## src/rtl/mcse_def.sv

```systemverilog
// ============================================================================
// Module : mcse_def (package)
// Brief  : Shared boot-sequencer types, fail-count width and address defines.
// Rev    : 1.0  initial release
// ============================================================================
`default_nettype none

`ifndef SECURE_MEMORY_WIDTH
`define SECURE_MEMORY_WIDTH 32
`endif
`ifndef SECURE_MEMORY_LENGTH
`define SECURE_MEMORY_LENGTH 64
`endif
`ifndef FW_FAIL_CNT_ADDR
`define FW_FAIL_CNT_ADDR 5
`endif
`ifndef CPU_RELEASE_ADDR
`define CPU_RELEASE_ADDR 32'h4000_0010
`endif

package mcse_def;

    localparam int FAIL_CNT_W = 8;

    typedef enum logic [3:0] {
        IDLE     = 4'd0,
        RD_CNT   = 4'd1,
        CHECK    = 4'd2,
        AUTH     = 4'd3,
        AUTH_ACK = 4'd4,
        WR_CNT   = 4'd5,
        RELEASE  = 4'd6,
        DONE     = 4'd7,
        LOCKED   = 4'd8
    } boot_state_t;

    // A pass clears the persistent count; a failure bumps it, pinned at all-ones.
    function automatic logic [FAIL_CNT_W-1:0] fail_cnt_next(
        input logic [FAIL_CNT_W-1:0] cnt,
        input logic                  pass
    );
        if (pass)
            return '0;
        else if (cnt == {FAIL_CNT_W{1'b1}})
            return cnt;
        else
            return cnt + 1'b1;
    endfunction

endpackage

`default_nettype wire

```

## src/rtl/fw_boot_sequencer_if.sv

```systemverilog
// ============================================================================
// Module : fw_boot_sequencer_if
// Brief  : Authentication, secure-memory and bus handshake bundle.
// Rev    : 1.0  initial release
// ============================================================================
`default_nettype none

interface fw_boot_sequencer_if #(
    parameter int pAHB_ADDR_WIDTH    = 32,
    parameter int pPAYLOAD_SIZE_BITS = 128,
    parameter int memory_width       = 32,
    parameter int memory_length      = 64
) ();
    localparam int c_addr_w = $clog2(memory_length);

    logic                          fw_auth_done;
    logic                          fw_auth_result;
    logic                          fw_authentication_trigger;
    logic [memory_width-1:0]       rdData;
    logic                          rdData_valid;
    logic                          seq_rd_en;
    logic                          seq_wr_en;
    logic [c_addr_w-1:0]           seq_addr;
    logic [memory_width-1:0]       seq_wrData;
    logic                          seq_bus_go;
    logic [pAHB_ADDR_WIDTH-1:0]    seq_bus_addr;
    logic [pPAYLOAD_SIZE_BITS-1:0] seq_bus_write;
    logic                          seq_bus_RW;
    logic                          bus_done;

    modport master (
        input  fw_auth_done, fw_auth_result, rdData, rdData_valid, bus_done,
        output fw_authentication_trigger, seq_rd_en, seq_wr_en, seq_addr,
               seq_wrData, seq_bus_go, seq_bus_addr, seq_bus_write, seq_bus_RW
    );

    modport slave (
        output fw_auth_done, fw_auth_result, rdData, rdData_valid, bus_done,
        input  fw_authentication_trigger, seq_rd_en, seq_wr_en, seq_addr,
               seq_wrData, seq_bus_go, seq_bus_addr, seq_bus_write, seq_bus_RW
    );
endinterface

`default_nettype wire

```

## src/rtl/fw_auth_watchdog.sv

```systemverilog
// ============================================================================
// Module : fw_auth_watchdog
// Brief  : Authentication timeout counter; built only with FW_BOOT_TIMEOUT_EN.
// Rev    : 1.0  initial release
// ============================================================================
`default_nettype none

`ifdef FW_BOOT_TIMEOUT_EN
module fw_auth_watchdog #(
    parameter int TIMEOUT_CYCLES = 4096
) (
    input  wire logic clk,
    input  wire logic rst_n,
    input  wire logic en,
    output logic      timeout
);
    localparam int                c_cnt_w = $clog2(TIMEOUT_CYCLES + 1);
    localparam logic [c_cnt_w-1:0] c_last = c_cnt_w'(TIMEOUT_CYCLES - 1);

    logic [c_cnt_w-1:0] r_cnt;

    // Counter restarts whenever the sequencer leaves AUTH, so each retry gets a full window.
    always_ff @(posedge clk or negedge rst_n) begin
        if (!rst_n)
            r_cnt <= '0;
        else if (!en)
            r_cnt <= '0;
        else if (r_cnt != c_last)
            r_cnt <= r_cnt + 1'b1;
    end

    assign timeout = en && (r_cnt == c_last);
endmodule
`endif

`default_nettype wire

```

## src/rtl/fw_boot_sequencer.sv

```systemverilog
// ============================================================================
// Module : fw_boot_sequencer
// Brief  : Secure boot sequencer with persistent fail count and CPU release.
//          Optional auth watchdog enabled by macro FW_BOOT_TIMEOUT_EN.
// Rev    : 1.0  initial release
// ============================================================================
`default_nettype none

`ifndef SECURE_MEMORY_WIDTH
`define SECURE_MEMORY_WIDTH 32
`endif
`ifndef SECURE_MEMORY_LENGTH
`define SECURE_MEMORY_LENGTH 64
`endif
`ifndef FW_FAIL_CNT_ADDR
`define FW_FAIL_CNT_ADDR 5
`endif
`ifndef CPU_RELEASE_ADDR
`define CPU_RELEASE_ADDR 32'h4000_0010
`endif

module fw_boot_sequencer
    import mcse_def::*;
#(
    parameter int                         pAHB_ADDR_WIDTH    = 32,
    parameter int                         pPAYLOAD_SIZE_BITS = 128,
    parameter int                         memory_width       = `SECURE_MEMORY_WIDTH,
    parameter int                         memory_length      = `SECURE_MEMORY_LENGTH,
    parameter int                         MAX_ATTEMPTS       = 3,
    parameter int                         FAIL_CNT_ADDR      = `FW_FAIL_CNT_ADDR,
    parameter logic [pAHB_ADDR_WIDTH-1:0] CPU_RELEASE_ADDR   = `CPU_RELEASE_ADDR,
    parameter int                         TIMEOUT_CYCLES     = 4096
) (
    input  wire logic              clk,
    input  wire logic              rst_n,
    input  wire logic              boot_start,
    fw_boot_sequencer_if.master    sif,
    output logic                   boot_done,
    output logic                   boot_pass,
    output logic                   boot_lockout
);
    localparam int                     c_addr_w   = $clog2(memory_length);
    localparam logic [c_addr_w-1:0]    c_cnt_addr = c_addr_w'(FAIL_CNT_ADDR);
    localparam logic [FAIL_CNT_W-1:0]  c_max      = FAIL_CNT_W'(MAX_ATTEMPTS);

    boot_state_t                   r_state, w_state_nxt;
    logic [FAIL_CNT_W-1:0]         r_fail_cnt, w_cnt_nxt;
    logic                          r_result, w_result_nxt;
    logic                          r_trig, w_trig_nxt;
    logic                          r_rd_en, w_rd_en_nxt;
    logic                          r_wr_en, w_wr_en_nxt;
    logic [c_addr_w-1:0]           r_addr, w_addr_nxt;
    logic [memory_width-1:0]       r_wr_data, w_wr_data_nxt;
    logic                          r_bus_go, w_bus_go_nxt;
    logic [pAHB_ADDR_WIDTH-1:0]    r_bus_addr, w_bus_addr_nxt;
    logic [pPAYLOAD_SIZE_BITS-1:0] r_bus_write, w_bus_write_nxt;
    logic                          r_bus_rw, w_bus_rw_nxt;
    logic                          r_done, w_done_nxt;
    logic                          r_pass, w_pass_nxt;
    logic                          r_lock, w_lock_nxt;

`ifdef FW_BOOT_TIMEOUT_EN
    logic w_timeout;

    fw_auth_watchdog #(
        .TIMEOUT_CYCLES (TIMEOUT_CYCLES)
    ) u_watchdog (
        .clk     (clk),
        .rst_n   (rst_n),
        .en      (r_state == AUTH),
        .timeout (w_timeout)
    );
`endif

    // Outputs are computed one cycle ahead so every port comes straight from a flop.
    always_comb begin
        w_state_nxt     = r_state;
        w_cnt_nxt       = r_fail_cnt;
        w_result_nxt    = r_result;
        w_trig_nxt      = 1'b0;
        w_rd_en_nxt     = 1'b0;
        w_wr_en_nxt     = 1'b0;
        w_addr_nxt      = '0;
        w_wr_data_nxt   = '0;
        w_bus_go_nxt    = 1'b0;
        w_bus_addr_nxt  = '0;
        w_bus_write_nxt = '0;
        w_bus_rw_nxt    = 1'b0;
        w_done_nxt      = 1'b0;
        w_pass_nxt      = 1'b0;
        w_lock_nxt      = 1'b0;
        case (r_state)
            IDLE: begin
                if (boot_start) begin
                    w_state_nxt = RD_CNT;
                    w_rd_en_nxt = 1'b1;
                    w_addr_nxt  = c_cnt_addr;
                end
            end
            RD_CNT: begin
                if (sif.rdData_valid) begin
                    w_cnt_nxt   = sif.rdData[FAIL_CNT_W-1:0];
                    w_state_nxt = CHECK;
                end else begin
                    w_rd_en_nxt = 1'b1;
                    w_addr_nxt  = c_cnt_addr;
                end
            end
            CHECK: begin
                if (r_fail_cnt >= c_max) begin
                    w_state_nxt = LOCKED;
                    w_done_nxt  = 1'b1;
                    w_lock_nxt  = 1'b1;
                end else begin
                    w_state_nxt = AUTH;
                    w_trig_nxt  = 1'b1;
                end
            end
            AUTH: begin
                if (sif.fw_auth_done) begin
                    w_result_nxt = sif.fw_auth_result;
                    w_state_nxt  = AUTH_ACK;
                end
`ifdef FW_BOOT_TIMEOUT_EN
                else if (w_timeout) begin
                    w_result_nxt                    = 1'b0;
                    w_cnt_nxt                       = fail_cnt_next(r_fail_cnt, 1'b0);
                    w_state_nxt                     = WR_CNT;
                    w_wr_en_nxt                     = 1'b1;
                    w_addr_nxt                      = c_cnt_addr;
                    w_wr_data_nxt[FAIL_CNT_W-1:0]   = w_cnt_nxt;
                end
`endif
                else begin
                    w_trig_nxt = 1'b1;
                end
            end
            AUTH_ACK: begin
                if (!sif.fw_auth_done) begin
                    w_cnt_nxt                     = fail_cnt_next(r_fail_cnt, r_result);
                    w_state_nxt                   = WR_CNT;
                    w_wr_en_nxt                   = 1'b1;
                    w_addr_nxt                    = c_cnt_addr;
                    w_wr_data_nxt[FAIL_CNT_W-1:0] = w_cnt_nxt;
                end
            end
            WR_CNT: begin
                if (r_result) begin
                    w_state_nxt        = RELEASE;
                    w_bus_go_nxt       = 1'b1;
                    w_bus_addr_nxt     = CPU_RELEASE_ADDR;
                    w_bus_rw_nxt       = 1'b1;
                    w_bus_write_nxt[0] = 1'b1;
                end else if (r_fail_cnt >= c_max) begin
                    w_state_nxt = LOCKED;
                    w_done_nxt  = 1'b1;
                    w_lock_nxt  = 1'b1;
                end else begin
                    w_state_nxt = AUTH;
                    w_trig_nxt  = 1'b1;
                end
            end
            RELEASE: begin
                if (sif.bus_done) begin
                    w_state_nxt = DONE;
                    w_done_nxt  = 1'b1;
                    w_pass_nxt  = 1'b1;
                end else begin
                    w_bus_addr_nxt     = CPU_RELEASE_ADDR;
                    w_bus_rw_nxt       = 1'b1;
                    w_bus_write_nxt[0] = 1'b1;
                end
            end
            DONE: begin
                w_done_nxt = 1'b1;
                w_pass_nxt = 1'b1;
            end
            LOCKED: begin
                w_done_nxt = 1'b1;
                w_lock_nxt = 1'b1;
            end
            default: w_state_nxt = IDLE;
        endcase
    end

    always_ff @(posedge clk or negedge rst_n) begin
        if (!rst_n) begin
            r_state     <= IDLE;
            r_fail_cnt  <= '0;
            r_result    <= 1'b0;
            r_trig      <= 1'b0;
            r_rd_en     <= 1'b0;
            r_wr_en     <= 1'b0;
            r_addr      <= '0;
            r_wr_data   <= '0;
            r_bus_go    <= 1'b0;
            r_bus_addr  <= '0;
            r_bus_write <= '0;
            r_bus_rw    <= 1'b0;
            r_done      <= 1'b0;
            r_pass      <= 1'b0;
            r_lock      <= 1'b0;
        end else begin
            r_state     <= w_state_nxt;
            r_fail_cnt  <= w_cnt_nxt;
            r_result    <= w_result_nxt;
            r_trig      <= w_trig_nxt;
            r_rd_en     <= w_rd_en_nxt;
            r_wr_en     <= w_wr_en_nxt;
            r_addr      <= w_addr_nxt;
            r_wr_data   <= w_wr_data_nxt;
            r_bus_go    <= w_bus_go_nxt;
            r_bus_addr  <= w_bus_addr_nxt;
            r_bus_write <= w_bus_write_nxt;
            r_bus_rw    <= w_bus_rw_nxt;
            r_done      <= w_done_nxt;
            r_pass      <= w_pass_nxt;
            r_lock      <= w_lock_nxt;
        end
    end

    assign sif.fw_authentication_trigger = r_trig;
    assign sif.seq_rd_en                 = r_rd_en;
    assign sif.seq_wr_en                 = r_wr_en;
    assign sif.seq_addr                  = r_addr;
    assign sif.seq_wrData                = r_wr_data;
    assign sif.seq_bus_go                = r_bus_go;
    assign sif.seq_bus_addr              = r_bus_addr;
    assign sif.seq_bus_write             = r_bus_write;
    assign sif.seq_bus_RW                = r_bus_rw;
    assign boot_done                     = r_done;
    assign boot_pass                     = r_pass;
    assign boot_lockout                  = r_lock;

endmodule

`default_nettype wire

```

## src/flat_wrapper.sv

```systemverilog
// flat-port wrapper written by rule: the top's interface ports become plain ports
module fw_boot_sequencer_flat import mcse_def::*;
#(
    parameter int                         pAHB_ADDR_WIDTH    = 32,
    parameter int                         pPAYLOAD_SIZE_BITS = 128,
    parameter int                         memory_width       = `SECURE_MEMORY_WIDTH,
    parameter int                         memory_length      = `SECURE_MEMORY_LENGTH,
    parameter int                         MAX_ATTEMPTS       = 3,
    parameter int                         FAIL_CNT_ADDR      = `FW_FAIL_CNT_ADDR,
    parameter logic [pAHB_ADDR_WIDTH-1:0] CPU_RELEASE_ADDR   = `CPU_RELEASE_ADDR,
    parameter int                         TIMEOUT_CYCLES     = 4096
)
  (clk, rst_n, boot_start, boot_done, boot_pass, boot_lockout, sif_fw_auth_done, sif_fw_auth_result, sif_rdData, sif_rdData_valid, sif_bus_done, sif_fw_authentication_trigger, sif_seq_rd_en, sif_seq_wr_en, sif_seq_addr, sif_seq_wrData, sif_seq_bus_go, sif_seq_bus_addr, sif_seq_bus_write, sif_seq_bus_RW);
  fw_boot_sequencer_if #(.pAHB_ADDR_WIDTH(pAHB_ADDR_WIDTH), .pPAYLOAD_SIZE_BITS(pPAYLOAD_SIZE_BITS), .memory_width(memory_width), .memory_length(memory_length)) sif_i ();
  input  wire logic clk;
  input  wire logic rst_n;
  input  wire logic boot_start;
  output logic boot_done;
  output logic boot_pass;
  output logic boot_lockout;
  input wire logic [$bits(sif_i.fw_auth_done)-1:0] sif_fw_auth_done;
  input wire logic [$bits(sif_i.fw_auth_result)-1:0] sif_fw_auth_result;
  input wire logic [$bits(sif_i.rdData)-1:0] sif_rdData;
  input wire logic [$bits(sif_i.rdData_valid)-1:0] sif_rdData_valid;
  input wire logic [$bits(sif_i.bus_done)-1:0] sif_bus_done;
  output wire logic [$bits(sif_i.fw_authentication_trigger)-1:0] sif_fw_authentication_trigger;
  output wire logic [$bits(sif_i.seq_rd_en)-1:0] sif_seq_rd_en;
  output wire logic [$bits(sif_i.seq_wr_en)-1:0] sif_seq_wr_en;
  output wire logic [$bits(sif_i.seq_addr)-1:0] sif_seq_addr;
  output wire logic [$bits(sif_i.seq_wrData)-1:0] sif_seq_wrData;
  output wire logic [$bits(sif_i.seq_bus_go)-1:0] sif_seq_bus_go;
  output wire logic [$bits(sif_i.seq_bus_addr)-1:0] sif_seq_bus_addr;
  output wire logic [$bits(sif_i.seq_bus_write)-1:0] sif_seq_bus_write;
  output wire logic [$bits(sif_i.seq_bus_RW)-1:0] sif_seq_bus_RW;
  assign sif_i.fw_auth_done = sif_fw_auth_done;
  assign sif_i.fw_auth_result = sif_fw_auth_result;
  assign sif_i.rdData = sif_rdData;
  assign sif_i.rdData_valid = sif_rdData_valid;
  assign sif_i.bus_done = sif_bus_done;
  assign sif_fw_authentication_trigger = sif_i.fw_authentication_trigger;
  assign sif_seq_rd_en = sif_i.seq_rd_en;
  assign sif_seq_wr_en = sif_i.seq_wr_en;
  assign sif_seq_addr = sif_i.seq_addr;
  assign sif_seq_wrData = sif_i.seq_wrData;
  assign sif_seq_bus_go = sif_i.seq_bus_go;
  assign sif_seq_bus_addr = sif_i.seq_bus_addr;
  assign sif_seq_bus_write = sif_i.seq_bus_write;
  assign sif_seq_bus_RW = sif_i.seq_bus_RW;
  fw_boot_sequencer #(.pAHB_ADDR_WIDTH(pAHB_ADDR_WIDTH), .pPAYLOAD_SIZE_BITS(pPAYLOAD_SIZE_BITS), .memory_width(memory_width), .memory_length(memory_length), .MAX_ATTEMPTS(MAX_ATTEMPTS), .FAIL_CNT_ADDR(FAIL_CNT_ADDR), .CPU_RELEASE_ADDR(CPU_RELEASE_ADDR), .TIMEOUT_CYCLES(TIMEOUT_CYCLES)) u_core (.clk(clk), .rst_n(rst_n), .boot_start(boot_start), .sif(sif_i), .boot_done(boot_done), .boot_pass(boot_pass), .boot_lockout(boot_lockout));
endmodule
```

## config.mk

```make
export PLATFORM = sky130hd
export DESIGN_NAME = fw_boot_sequencer_flat
export DESIGN_NICKNAME = d
export VERILOG_FILES = /design/src/rtl/mcse_def.sv /design/src/rtl/fw_boot_sequencer_if.sv /design/src/rtl/fw_auth_watchdog.sv /design/src/rtl/fw_boot_sequencer.sv /design/src/flat_wrapper.sv
export SDC_FILE = /design/constraint.sdc
export NUM_CORES = 1
export LEC_CHECK = 0
export BUFFER_PORTS_ARGS = -buffer_cell sky130_fd_sc_hd__clkbuf_2
export CAP_MARGIN = 20
export CORE_MARGIN = 1.5
export CORE_UTILIZATION = 36
export DETAILED_ROUTE_END_ITERATION = 16
export PLACE_DENSITY = 0.78
export SLEW_MARGIN = 20
export SYNTH_ARGS = -nofsm -noshare
export SYNTH_HDL_FRONTEND = slang
export SYNTH_SLANG_ARGS = --single-unit
```

## constraint.sdc

```tcl
create_clock -name clk -period 1.8 [get_ports clk]
set_input_delay 0.27 -clock clk [delete_from_list [all_inputs] [get_ports clk]]
set_output_delay 0.27 -clock clk [all_outputs]
set_load 0.005 [all_outputs]
```

-- Word level (Yosys, flattened, before mapping)
Cells that the tools add are included.
- bits in registers: 67
- bits of input ports: 39
- output and inout bits: 206
- logic and storage cells: 77
- add/subtract/negate cells: 1
- order comparisons: 1
- equality and inequality tests: 14
- muxes and demuxes: 40
- bitwise operators: 1
- reductions and logical operators: 6
- operators by type and width (kind ; number):
    $pmux 32 s2 ; 1
    $mux 31 ; 2
    $mux 8 ; 6
    $pmux 4 s8 ; 1
    $mux 4 ; 7
    $pmux 6 s3 ; 1
    $eq 4x3->1 const B ; 4
    $pmux 8 s2 ; 1
    $mux 1 ; 12
    $ne 2x2->1 const B ; 5
    $mux 3 ; 3
    $add 8x1->8 const B ; 1
    $eq 4x2->1 const B ; 2
    $eq 8x8->1 const B ; 1
    $ge 8x2->1 const B ; 1
    $pmux 1 s2 ; 3
    $pmux 1 s3 ; 2
    $reduce_and 6->1 ; 1
    $eq 4x1->1 const B ; 1
    $eq 4x4->1 const B ; 1
    $logic_not 4->1 ; 1
    $pmux 1 s4 ; 1
    $reduce_and 3->1 ; 1
    $reduce_and 2->1 ; 1
    3 further kinds ; 3

-- Depth between registers and ports, before layout
Gate-level depths: netlist of run 1.
- depth after elaboration: 5
- mapped depth: 5
- depth with buffers taken out: 5

-- Worst setup path after synthesis of run 1
No wires, ideal clock.
- kind: reg2reg
- start: register u_core.r_state[1]
- end: register u_core.r_fail_cnt[2]
- library setup time: 81 ps
- arrival: 1749 ps
- required time: 1719 ps
- slack: -30 ps
- stages on the path, launching flop included: 6
- buffers on the path: 1
- clock period less this slack: 1830 ps
- path through: dfrtp_1 -> or4b_1 -> nand2b_4 -> buf_6 -> or3_4 -> a31oi_2
- cells in the longest elaborated chain, start to end: 3
- elaborated cells on any way between the ends: 7
- classes of those cells: eq/ne: 4; mux: 1; reduce/logical: 2
- RTL lines (what ; RTL line ; text):
    start, declared ; fw_boot_sequencer.sv:46 ; boot_state_t r_state, w_state_nxt;
    start signal, assigned ; fw_boot_sequencer.sv:204 ; r_state <= w_state_nxt;
    $eq 4x1->1 or $eq 4x3->1 (tied branches) ; n/a ;
    $ne 2x2->1 (no line) or $reduce_bool 2->1 (tied branches) ; n/a ;
    $reduce_and 3->1 (no line) ; n/a ;
    end signal, assigned ; fw_boot_sequencer.sv:205 ; r_fail_cnt <= w_cnt_nxt;
    end, declared ; fw_boot_sequencer.sv:47 ; logic [FAIL_CNT_W-1:0] r_fail_cnt, w_cnt_nxt;
Parallel ways exist; a longest one is shown, timed or not.
A chain may end at the register's enable or synchronous reset.

-- Worst setup path in the final report of run 1
- start: register u_core.r_state[3]
- end: register u_core.r_fail_cnt[6]
Same word-level chain as after synthesis.

==> results.py, run 1 <==
metrics = {
    "setup_path": {
        "crit_path_max_incr_delay_ns": 0.58,
        "worstPathArrival_ns": 2.00,
        "crit_fanout": 4,
        "crit_path_start_kind": "register",
        "cp.required_ns": 2.00,
        "worstSetupPathType": "register to register",
        "critPathTopFamily": "simple AND/OR/NAND/NOR gates",
        "path_buf_inv": 0,
        "reg2reg_slack_ns": -0.0008,
        "end_kind": "register",
        "critPathSlowestCell": "or4b_4",
        "worstPathCellList": "or4b_4, nand2b_4, or3_4, a31oi_4",
    },
    "timing": {
        "period_needed_ns": 1.80,
        "final.setup.worst_slack_ns": -0.000841,
        "finalSetupViolations": 1,
        "tightest_slew_ns": 0.744,
        "report.final.hold_viol_count": 0,
        "slew_viol_final": 0,
        "rsz0062_at_grt": "yes",
        "finalClockSkew_ns": 0.00612,
        "max_freq_mhz": 555,
        "fin_setup_tns_ns": -0.000841,
        "fin_crit_sh_pct": 100,
        "max-slew-margin-rel_pct": 50.4,
    },
    "placement": {
        "port_buffers": 35,
        "hpwl_um": 3870,
        "placedInstanceArea_mm2": 0.00270,
        "post-place-cells": 497,
        "place_ws_ns": -0.0269,
        "globalplace.congestion": 0.894,
    },
    "die": {
        "die_w_um": 94.5,
        "num_rows": 33,
        "dieHeight_um": 94.5,
        "start_util_pct": 36.9,
        "core_area_mm2": 0.00818,
        "design.die.area_mm2": 0.00894,
        "io_pins": 245,
    },
    "clocking": {
        "cts_tree": "done",
        "cts_root_buffer": "clkbuf_8",
        "clk-insertion-delay-late_ns": 0.28,
        "htreeDepth": 2,
        "clkTransAtPathRegs_ns": 0.07,
        "cts.path.max_buffers": 2,
        "clkSinkCount": 30,
        "numCtsBuffers": 5,
        "cts_hold_buf": 0,
    },
    "route": {
        "wire_per_inst_um": 10.2,
        "route.detailed.drc": 0,
        "wl_um": 5200,
        "viasPerCell": 3.93,
        "postRouteAntennaNets": 0,
        "vias": 2014,
        "drtIter0Drc": 69,
        "first_pass_iters": 4,
    },
    "finish": {
        "final_cell_area_mm2": 0.00291,
        "area_growth_pct": -3.65,
        "final_nets": 446,
        "stdcell_count": 512,
        "antenna_cells": 0,
        "drive_gt1_share_pct": 21.6,
    },
    "logic_synthesis": {
        "synth_area_leaders": "buf_4, dfrtp_1, nand2_1",
        "synthArstFlopShare_pct": 100,
        "syn-mean-instance-area_um2": 8.52,
        "yosysUniqueCellTypes": 55,
        "yosysWarnings": 0,
        "synth.most_common_cell": "buf_4",
        "ys_seq_area_share_pct": 24.9,
        "yosys.area.top_type": "buf_4",
        "ys_ff_latch": 30,
        "netlist_area_mm2": 0.00302,
        "synth_cells": 354,
        "synth_edf_count": 0,
        "synth-main-ff-cell": "dfrtp_1",
        "ys_top_cells_by_count": "buf_4, dfrtp_1, nand2_1, nor2_1, clkbuf_1",
        "synth_top_area_share_pct": 47.0,
    },
    "pwr": {
        "comb_power_share_pct": 10.5,
        "share_seq_of_total_power_pct": 49.1,
        "pwr-share-clk_pct": 40.3,
        "switching_share_pct": 27.5,
        "irDropWorstVdd_mv": 0.267,
        "finalPower_mw": 1.38,
        "p_int_mw": 1.00,
        "leakagePower_nw": 1.65,
        "p_switching_mw": 0.379,
        "powerDensity_mw_per_mm2": 475,
    },
    "global_route": {
        "track_usage_pct": 9.66,
        "first_global_vias": 1472,
        "grt_pass1_wl_um": 6880,
        "antenna_found_initial": 0,
        "grt_max_degree": 31,
        "grt-ovfl-total": 0,
    },
    "flow_run": {
        "drv_cap": 0,
    },
    "hold_path": {
        "worstHoldPathType": "input pin to asynchronous set/reset pin",
    },
    "status": {
        "violations": "negative setup slack",
        "status": "finished with violations",
    },
}
## stage by stage
step,hold WS (ns),util [%]
finish,0.0428,35.6
global route,0.106,35.6
CTS,0.0568,34.9
detailed placement,0.357,33.0
global placement,0.350,33.0
floorplan,-0.0256,-
## area by class of cell
type	instances	area [um^2]
clock buffer	7	86.3
clock inverter	1	5.00
fill	899	5270
inverter	8	30.0
multi-input combinational	300	1530
sequential	30	751
tap	105	131
timing repair buffer	61	374
## path summary, 6_finish.rpt
kind                                               endpoint                          start  cells after the start
min in group clk                u_core.r_result$_DFFE_PN0P_             sif_fw_auth_result                      2
max in group asynchronous     u_core.r_state[0]$_DFFE_PN0P_                          rst_n                      1
max                        u_core.r_fail_cnt[6]$_DFFE_PN0P_  u_core.r_state[3]$_DFFE_PN0P_                      4
max reg2reg                u_core.r_fail_cnt[6]$_DFFE_PN0P_  u_core.r_state[3]$_DFFE_PN0P_                      4
min reg2reg                  u_core.sif.seq_wr_en$_DFF_PN0_  u_core.r_state[3]$_DFFE_PN0P_                      2
min                        u_core.r_fail_cnt[7]$_DFFE_PN0P_                          rst_n                      1
## metal layers
metal,GRT usage (%),vias up,wire length [um]
li1,-,912,-
met1,11.5,953,1900
met2,17.3,141,2670
met3,1.85,8,526
met4,3.11,0,101
met5,0,-,0
## registers in the layout, summed over array words and instances, names as in the netlist
register                              cells
u_core.r_fail_cnt                         8
u_core.sif.seq_wrData                     8
u_core.r_state                            4
u_core.boot_done                          1
u_core.boot_lockout                       1
u_core.boot_pass                          1
u_core.r_result                           1
u_core.sif.fw_authentication_trigger      1
u_core.sif.seq_addr                       1
u_core.sif.seq_bus_addr                   1
u_core.sif.seq_bus_go                     1
u_core.sif.seq_rd_en                      1
u_core.sif.seq_wr_en                      1
## what timing repair did
item | 4_1_cts | 5_1_grt
gates resized for setup | 7 | 7
setup buffers | 4 | 3
pin swaps | 5 | 8
setup endpoints to repair | 4 | 11
## cells by family (layout without fill, tap and decap cells)
group	after synthesis	count (layout)	share of synthesized area (%)
buf+inv	208	77	49.7
compound gates	45	45	11.2
xor+xnor	1	1	0.290
other cells	1	185	0.124
flops	30	30	24.9
fa+ha+maj	1	1	0.415
mux	3	3	1.04
simple gates	65	65	12.4
## cells in the final DEF, fill, tap and decap left out, drive strengths merged, types with 2 or more instances in the layout
cell and n:
conb 185, clkbuf 42, dfrtp 30, buf 26, nor2 13, nand2 13
inv 8, a31oi 8, nor3 6, a21oi 6, nand3 4, o211ai 4
o21ai 4, o31ai 4, nor2b 3, and3 3, or3 3, nand2b 3
nor3b 2, or2 2, nand4 2, and4 2, mux2i 2, nand3b 2
a21o 2, a32o 2, nor4 2, nor4b 2
## power by group through the flow
stage               combinational (mW)  sequential [mW]  clock [mW]
floorplan                        0.389            0.689           0
global placement                 0.133            0.690           0
detailed placement               0.135            0.690           0
CTS                              0.136            0.678       0.568
global route                     0.175            0.678       0.602
finish                           0.145            0.678       0.557
No activity file was read; power rests on OpenSTA's default activity.
==> inputs of run 2 (changes only) <==
BUFFER_PORTS_ARGS = -buffer_cell sky130_fd_sc_hd__buf_2   (was -buffer_cell sky130_fd_sc_hd__clkbuf_2)
CORE_AREA = 2 2 95 97   (was default)
CORE_MARGIN = default   (was 1.5)
CORE_UTILIZATION = default   (was 36)
DIE_AREA = 0 0 97 99   (was default)
PLACE_DENSITY = 0.77   (was 0.78)
==> run 2 against run 1 <==
  * The flow now finishes without violations
  * Utilization fell by 2.2 points
  * Design area fell by 1.9%
  * Register-to-register slack improved by 0.02 ns
  * Routed wire length fell by 1.9%
  * Flip-flop and latch count did not move
  * Critical path type unchanged
  * Largest power group unchanged
  * Highest routed layer unchanged
==> results.py, run 2 (same netlist as run 1, synthesis figures left out) <==
metrics = {
    "timing": {
        "finalClockSkew_ns": 0.00634,
        "max-slew-margin-rel_pct": 56.5,
        "report.final.hold_viol_count": 0,
        "slew_viol_final": 0,
        "fin_crit_sh_pct": 99.1,
        "tightest_slew_ns": 0.653,
        "fin_setup_tns_ns": 0,
        "max_freq_mhz": 561,
        "period_needed_ns": 1.78,
        "rsz0062_at_grt": "yes",
        "finalSetupViolations": 0,
    },
    "setup_path": {
        "critPathTopFamily": "simple AND/OR/NAND/NOR gates",
        "cp_num_cells": 4,
        "path_buf_inv": 0,
        "worstPathCellList": "or4b_4, nand2b_4, or3_1, a31oi_1",
        "cp.required_ns": 2.01,
        "worstPathArrival_ns": 1.99,
        "end_kind": "register",
        "crit_path_max_incr_delay_ns": 0.56,
        "worstSetupPathType": "register to register",
        "crit_path_start_kind": "register",
        "critPathSlowestCell": "or4b_4",
        "crit_fanout": 6,
        "reg2regPathDepth": 4,
    },
    "clocking": {
        "numCtsBuffers": 5,
        "cts_tree": "done",
        "clkTransAtPathRegs_ns": 0.06,
        "clk-insertion-delay-late_ns": 0.28,
        "cts.path.max_buffers": 2,
        "cts_root_buffer": "clkbuf_8",
        "clkSinkCount": 30,
        "htreeDepth": 2,
    },
    "placement": {
        "hpwl_um": 3910,
        "post-place-cells": 502,
        "port_buffers": 35,
        "globalplace.congestion": 0.871,
    },
    "die": {
        "design.die.area_mm2": 0.00960,
        "start_util_pct": 35.3,
        "die_w_um": 97,
        "core_area_mm2": 0.00855,
        "num_rows": 34,
        "dieHeight_um": 99,
        "io_pins": 245,
    },
    "finish": {
        "stdcell_count": 513,
        "final_nets": 445,
        "layout_commonest_cell": "conb_1",
        "drive_gt1_share_pct": 19.8,
        "area_growth_pct": -5.48,
        "antenna_cells": 0,
        "mostFrequentLayoutCells": "conb_1, buf_2, dfrtp_1",
    },
    "global_route": {
        "grt-ovfl-total": 0,
        "track_usage_pct": 8.81,
        "antenna_found_initial": 0,
        "grt_pass1_wl_um": 6940,
        "first_global_vias": 1427,
        "grt_max_degree": 31,
    },
    "pwr": {
        "powerDensity_mw_per_mm2": 468,
        "finalPower_mw": 1.33,
        "irDropWorstVdd_mv": 0.201,
        "leakagePower_nw": 1.64,
    },
    "route": {
        "wl_um": 5100,
        "postRouteAntennaNets": 0,
        "vias": 1987,
        "first_pass_iters": 4,
        "wire_per_inst_um": 9.95,
        "drtIter0Drc": 80,
        "viasPerCell": 3.87,
        "route.detailed.drc": 0,
    },
    "status": {
        "status": "completed",
    },
    "hold_path": {
        "worstHoldPathType": "input pin to asynchronous set/reset pin",
    },
    "flow_run": {
        "drv_cap": 0,
    },
}
run 2: worst register-to-register path, stage by stage (launching register included):
cell	delay, ns
dfrtp_1	0.38
or4b_4	0.56
nand2b_4	0.20
or3_1	0.42
a31oi_1	0.15
run 2: worst paths after layout:
check | start | endpoint | slack (ns)
worst min-delay path | rst_n | u_core.sif.seq_wr_en$_DFF_PN0_ | 0.01
max in group asynchronous | rst_n | u_core.r_state[2]$_DFFE_PN0P_ | 1.37
min in group clk | sif_fw_auth_result | u_core.r_result$_DFFE_PN0P_ | 0.23
worst max-delay path | u_core.r_state[1]$_DFFE_PN0P_ | u_core.r_fail_cnt[6]$_DFFE_PN0P_ | 0.02
worst min register to register | u_core.r_state[3]$_DFFE_PN0P_ | u_core.r_state[2]$_DFFE_PN0P_ | 0.65
worst max register to register | u_core.r_state[1]$_DFFE_PN0P_ | u_core.r_fail_cnt[6]$_DFFE_PN0P_ | 0.02
run 2: layer usage:
| metal | global-route usage, % | wire length [um] | vias up |
|---|---|---|---|
| met2 | 14.4 | 2520 | 156 |
| met5 | 0 | 0 | - |
| met4 | 3.90 | 59 | 0 |
| met1 | 11.0 | 1900 | 918 |
| met3 | 2.27 | 620 | 4 |
| li1 | - | - | 909 |
run 2: area by class of cell:
class / instances / area, um^2
Fill cell: 911 / 5700
Clock buffer: 5 / 68.8
Tap cell: 108 / 135
Multi-Input combinational cell: 300 / 1490
Timing Repair Buffer: 60 / 363
Inverter: 8 / 30.0
Clock inverter: 2 / 10.0
Sequential cell: 30 / 751
run 2: per-stage QoR:
step / worst slack, ns / area [um^2] / util [%] / hold slack (ns)
final: 0.0171 / 2850 / 33.3 / 0.0104
after global routing: -0.0418 / 2850 / 33.3 / 0.0794
after CTS: 0.00886 / 2800 / 32.7 / 0.0377
after detailed placement: 0.0167 / 2720 / 31.8 / 0.344
after global placement: 0.00469 / 2720 / 31.8 / 0.329
after floorplan: -0.0169 / 3720 / - / -0.0256
run 2: power by group:
part | total [mW] | internal, mW | switching [mW]
Combinational | 0.145 | 0.0179 | 0.127
Sequential | 0.678 | 0.676 | 0.00233
Clock | 0.512 | 0.259 | 0.253
run 2: what timing repair did:
item,CTS,global route
hold buffers,0,0
pin swaps,1,4
buffers inserted,0,4
endpoints found under the setup margin,1,6
resized for setup,0,4
==> inputs of run 3 (changes only) <==
BUFFER_PORTS_ARGS = -buffer_cell sky130_fd_sc_hd__buf_4   (was -buffer_cell sky130_fd_sc_hd__buf_2)
CORE_AREA = 2 2 94 96   (was 2 2 95 97)
CTS_BUF_LIST = sky130_fd_sc_hd__clkbuf_4   (was default)
DIE_AREA = 0 0 96 98   (was 0 0 97 99)
PLACE_DENSITY = 0.78   (was 0.77)
==> run 3 against run 2 <==
  * Setup slack improved by 0.019 ns
  * Critical path depth rose by 1
  * Routed wire length fell by 2.5%
  * Design area rose by 5.6%
  * First-iteration DRC count fell by 2.5%
  * Combinational power rose by 6%
  * Largest cell class unchanged
  * Critical endpoint is now u_core.r_fail_cnt[1]$_DFFE_PN0P_
==> results.py, run 3 (same netlist as run 1, synthesis figures left out) <==
metrics = {
    "setup_path": {
        "worstPathCellList": "or4b_4, buf_4, buf_6, a32o_1, a22o_1",
        "crit_fanout": 8,
        "cp.required_ns": 2.04,
        "worstSetupPathType": "register to register",
        "crit_path_start_kind": "register",
        "worstReg2RegStart": "u_core.r_state[3]$_DFFE_PN0P_",
        "regToRegEndpoint": "u_core.r_fail_cnt[1]$_DFFE_PN0P_",
        "crit_path_max_incr_delay_ns": 0.55,
        "critPathSlowestCell": "or4b_4",
        "worstPathArrival_ns": 2.00,
        "reg2reg_slack_ns": 0.04,
        "reg2regPathDepth": 5,
        "end_kind": "register",
    },
    "finish": {
        "final_nets": 452,
        "antenna_cells": 0,
        "area_growth_pct": -0.207,
        "n_fill_cell": 867,
        "drive_gt1_share_pct": 21.5,
        "layout_commonest_cell": "conb_1",
        "final_util_pct": 35.6,
        "stdcell_count": 521,
        "mostFrequentLayoutCells": "conb_1, buf_4, dfrtp_1",
    },
    "clocking": {
        "cts.path.max_buffers": 2,
        "htreeDepth": 2,
        "clkTransAtPathRegs_ns": 0.11,
        "clk-insertion-delay-late_ns": 0.34,
        "clkSinkCount": 30,
        "cts_root_buffer": "clkbuf_4",
        "cts_tree": "done",
        "numCtsBuffers": 5,
    },
    "timing": {
        "period_needed_ns": 1.76,
        "fin_crit_sh_pct": 98.0,
        "max_freq_mhz": 567,
        "slew_viol_final": 0,
        "final.setup.worst_slack_ns": 0.0363,
        "report.final.hold_viol_count": 0,
        "finalSetupViolations": 0,
        "finalClockSkew_ns": 0.0152,
        "rsz0062_at_grt": "no",
    },
    "die": {
        "die_w_um": 96,
        "start_util_pct": 35.6,
        "core_area_mm2": 0.00847,
        "design.die.area_mm2": 0.00941,
        "dieHeight_um": 98,
        "io_pins": 245,
        "num_rows": 34,
    },
    "global_route": {
        "grt-ovfl-total": 0,
        "track_usage_pct": 8.24,
        "first_global_vias": 1399,
        "grt_pass1_wl_um": 6270,
        "antenna_found_initial": 0,
        "grt_max_degree": 31,
    },
    "hold_path": {
        "whs_path_depth": 2,
        "hold_start": "sif_fw_auth_result",
        "worstHoldEndpoint": "u_core.r_result$_DFFE_PN0P_",
        "worstHoldPathType": "input pin to register",
    },
    "flow_run": {
        "drv_cap": 0,
    },
    "route": {
        "wire_per_inst_um": 9.55,
        "wl_um": 4980,
        "drtIter0Drc": 78,
        "viasPerCell": 3.87,
        "vias": 2014,
        "postRouteAntennaNets": 0,
        "first_pass_iters": 4,
        "route.detailed.drc": 0,
    },
    "pwr": {
        "leakagePower_nw": 1.68,
        "irDropWorstVdd_mv": 0.149,
        "powerDensity_mw_per_mm2": 407,
    },
    "placement": {
        "globalplace.congestion": 0.865,
        "port_buffers": 35,
        "place_ws_ns": -0.0246,
        "post-place-cells": 503,
        "hpwl_um": 3760,
    },
    "status": {
        "status": "completed",
    },
}
-- run 3: cell count changes in the layout (fill, tap and decap cells not counted), sizes merged --
cell / previous run / this run
clkdlybuf4s15: 0 / 1
clkinvlp: 0 / 1
dlygate4sd3: 0 / 1
buf: 60 / 65
-- run 3: report_power, final --
part           internal (mW)  leakage, nW  switching (mW)
sequential             0.675        0.382         0.00260
combinational         0.0281         1.27           0.126
clock                  0.145       0.0286           0.250
total                  0.847         1.68           0.378
-- run 3: area by class of cell --
class / instances / area [um^2] / area share, %
Tap cell: 108 / 135 / 4.49
Sequential cell: 30 / 751 / 24.9
Multi-Input combinational cell: 300 / 1520 / 50.5
Clock inverter: 3 / 16.3 / 0.540
Timing Repair Buffer: 67 / 520 / 17.3
Inverter: 8 / 30.0 / 0.998
Clock buffer: 5 / 37.5 / 1.25
-- run 3: what timing repair did --
item	in CTS	in global routing
gates resized for setup	3	10
pin swaps	2	5
endpoints found under the setup margin	5	10
hold endpoints to repair	30	0
buffers inserted	4	4
hold buffers	1	0
cloned	0	1
-- run 3: critical path, delay by kind of cell (launching register included) --
kind,cells,cell delay (ns)
compound gates,2,0.42
flops,1,0.39
buf+inv,2,0.30
simple gates,1,0.55
-- run 3: layer usage --
metal	GRT usage (%)	routed length, um	share of wire [%]
met1	9.42	1730	35
met2	14.6	2570	52
met3	1.62	575	12
met4	3.41	101	2.0
met5	0	0	0
-- run 3: worst max-delay path by stage --
stage,start,cells past startpoint,endpoint
final,u_core.r_state[3]$_DFFE_PN0P_,5,u_core.r_fail_cnt[1]$_DFFE_PN0P_
after global routing,u_core.r_state[3]$_DFFE_PN0P_,4,u_core.r_fail_cnt[2]$_DFFE_PN0P_
after global placement,u_core.r_state[0]$_DFFE_PN0P_,4,u_core.r_fail_cnt[6]$_DFFE_PN0P_
after floorplan,u_core.r_state[1]$_DFFE_PN0P_,5,u_core.r_fail_cnt[2]$_DFFE_PN0P_
after CTS,u_core.r_state[1]$_DFFE_PN0P_,4,u_core.r_fail_cnt[2]$_DFFE_PN0P_
after detailed placement,u_core.r_state[0]$_DFFE_PN0P_,4,u_core.r_fail_cnt[2]$_DFFE_PN0P_
-- run 3: per-stage QoR --
| step | TNS [ns] | hold slack [ns] | cell area [um^2] | power, mW |
|---|---|---|---|---|
| 2_1_floorplan | -0.0169 | -0.0256 | 3720 | 1.08 |
| 3_3_place_gp | -0.0237 | 0.208 | 2810 | 0.830 |
| 3_5_place_dp | -0.0430 | 0.216 | 2810 | 0.832 |
| 4_1_cts | 0 | 0.162 | 2920 | 1.23 |
| 5_1_grt | 0 | 0.166 | 3010 | 1.29 |
| 6_report | 0 | 0.167 | 3010 | 1.23 |
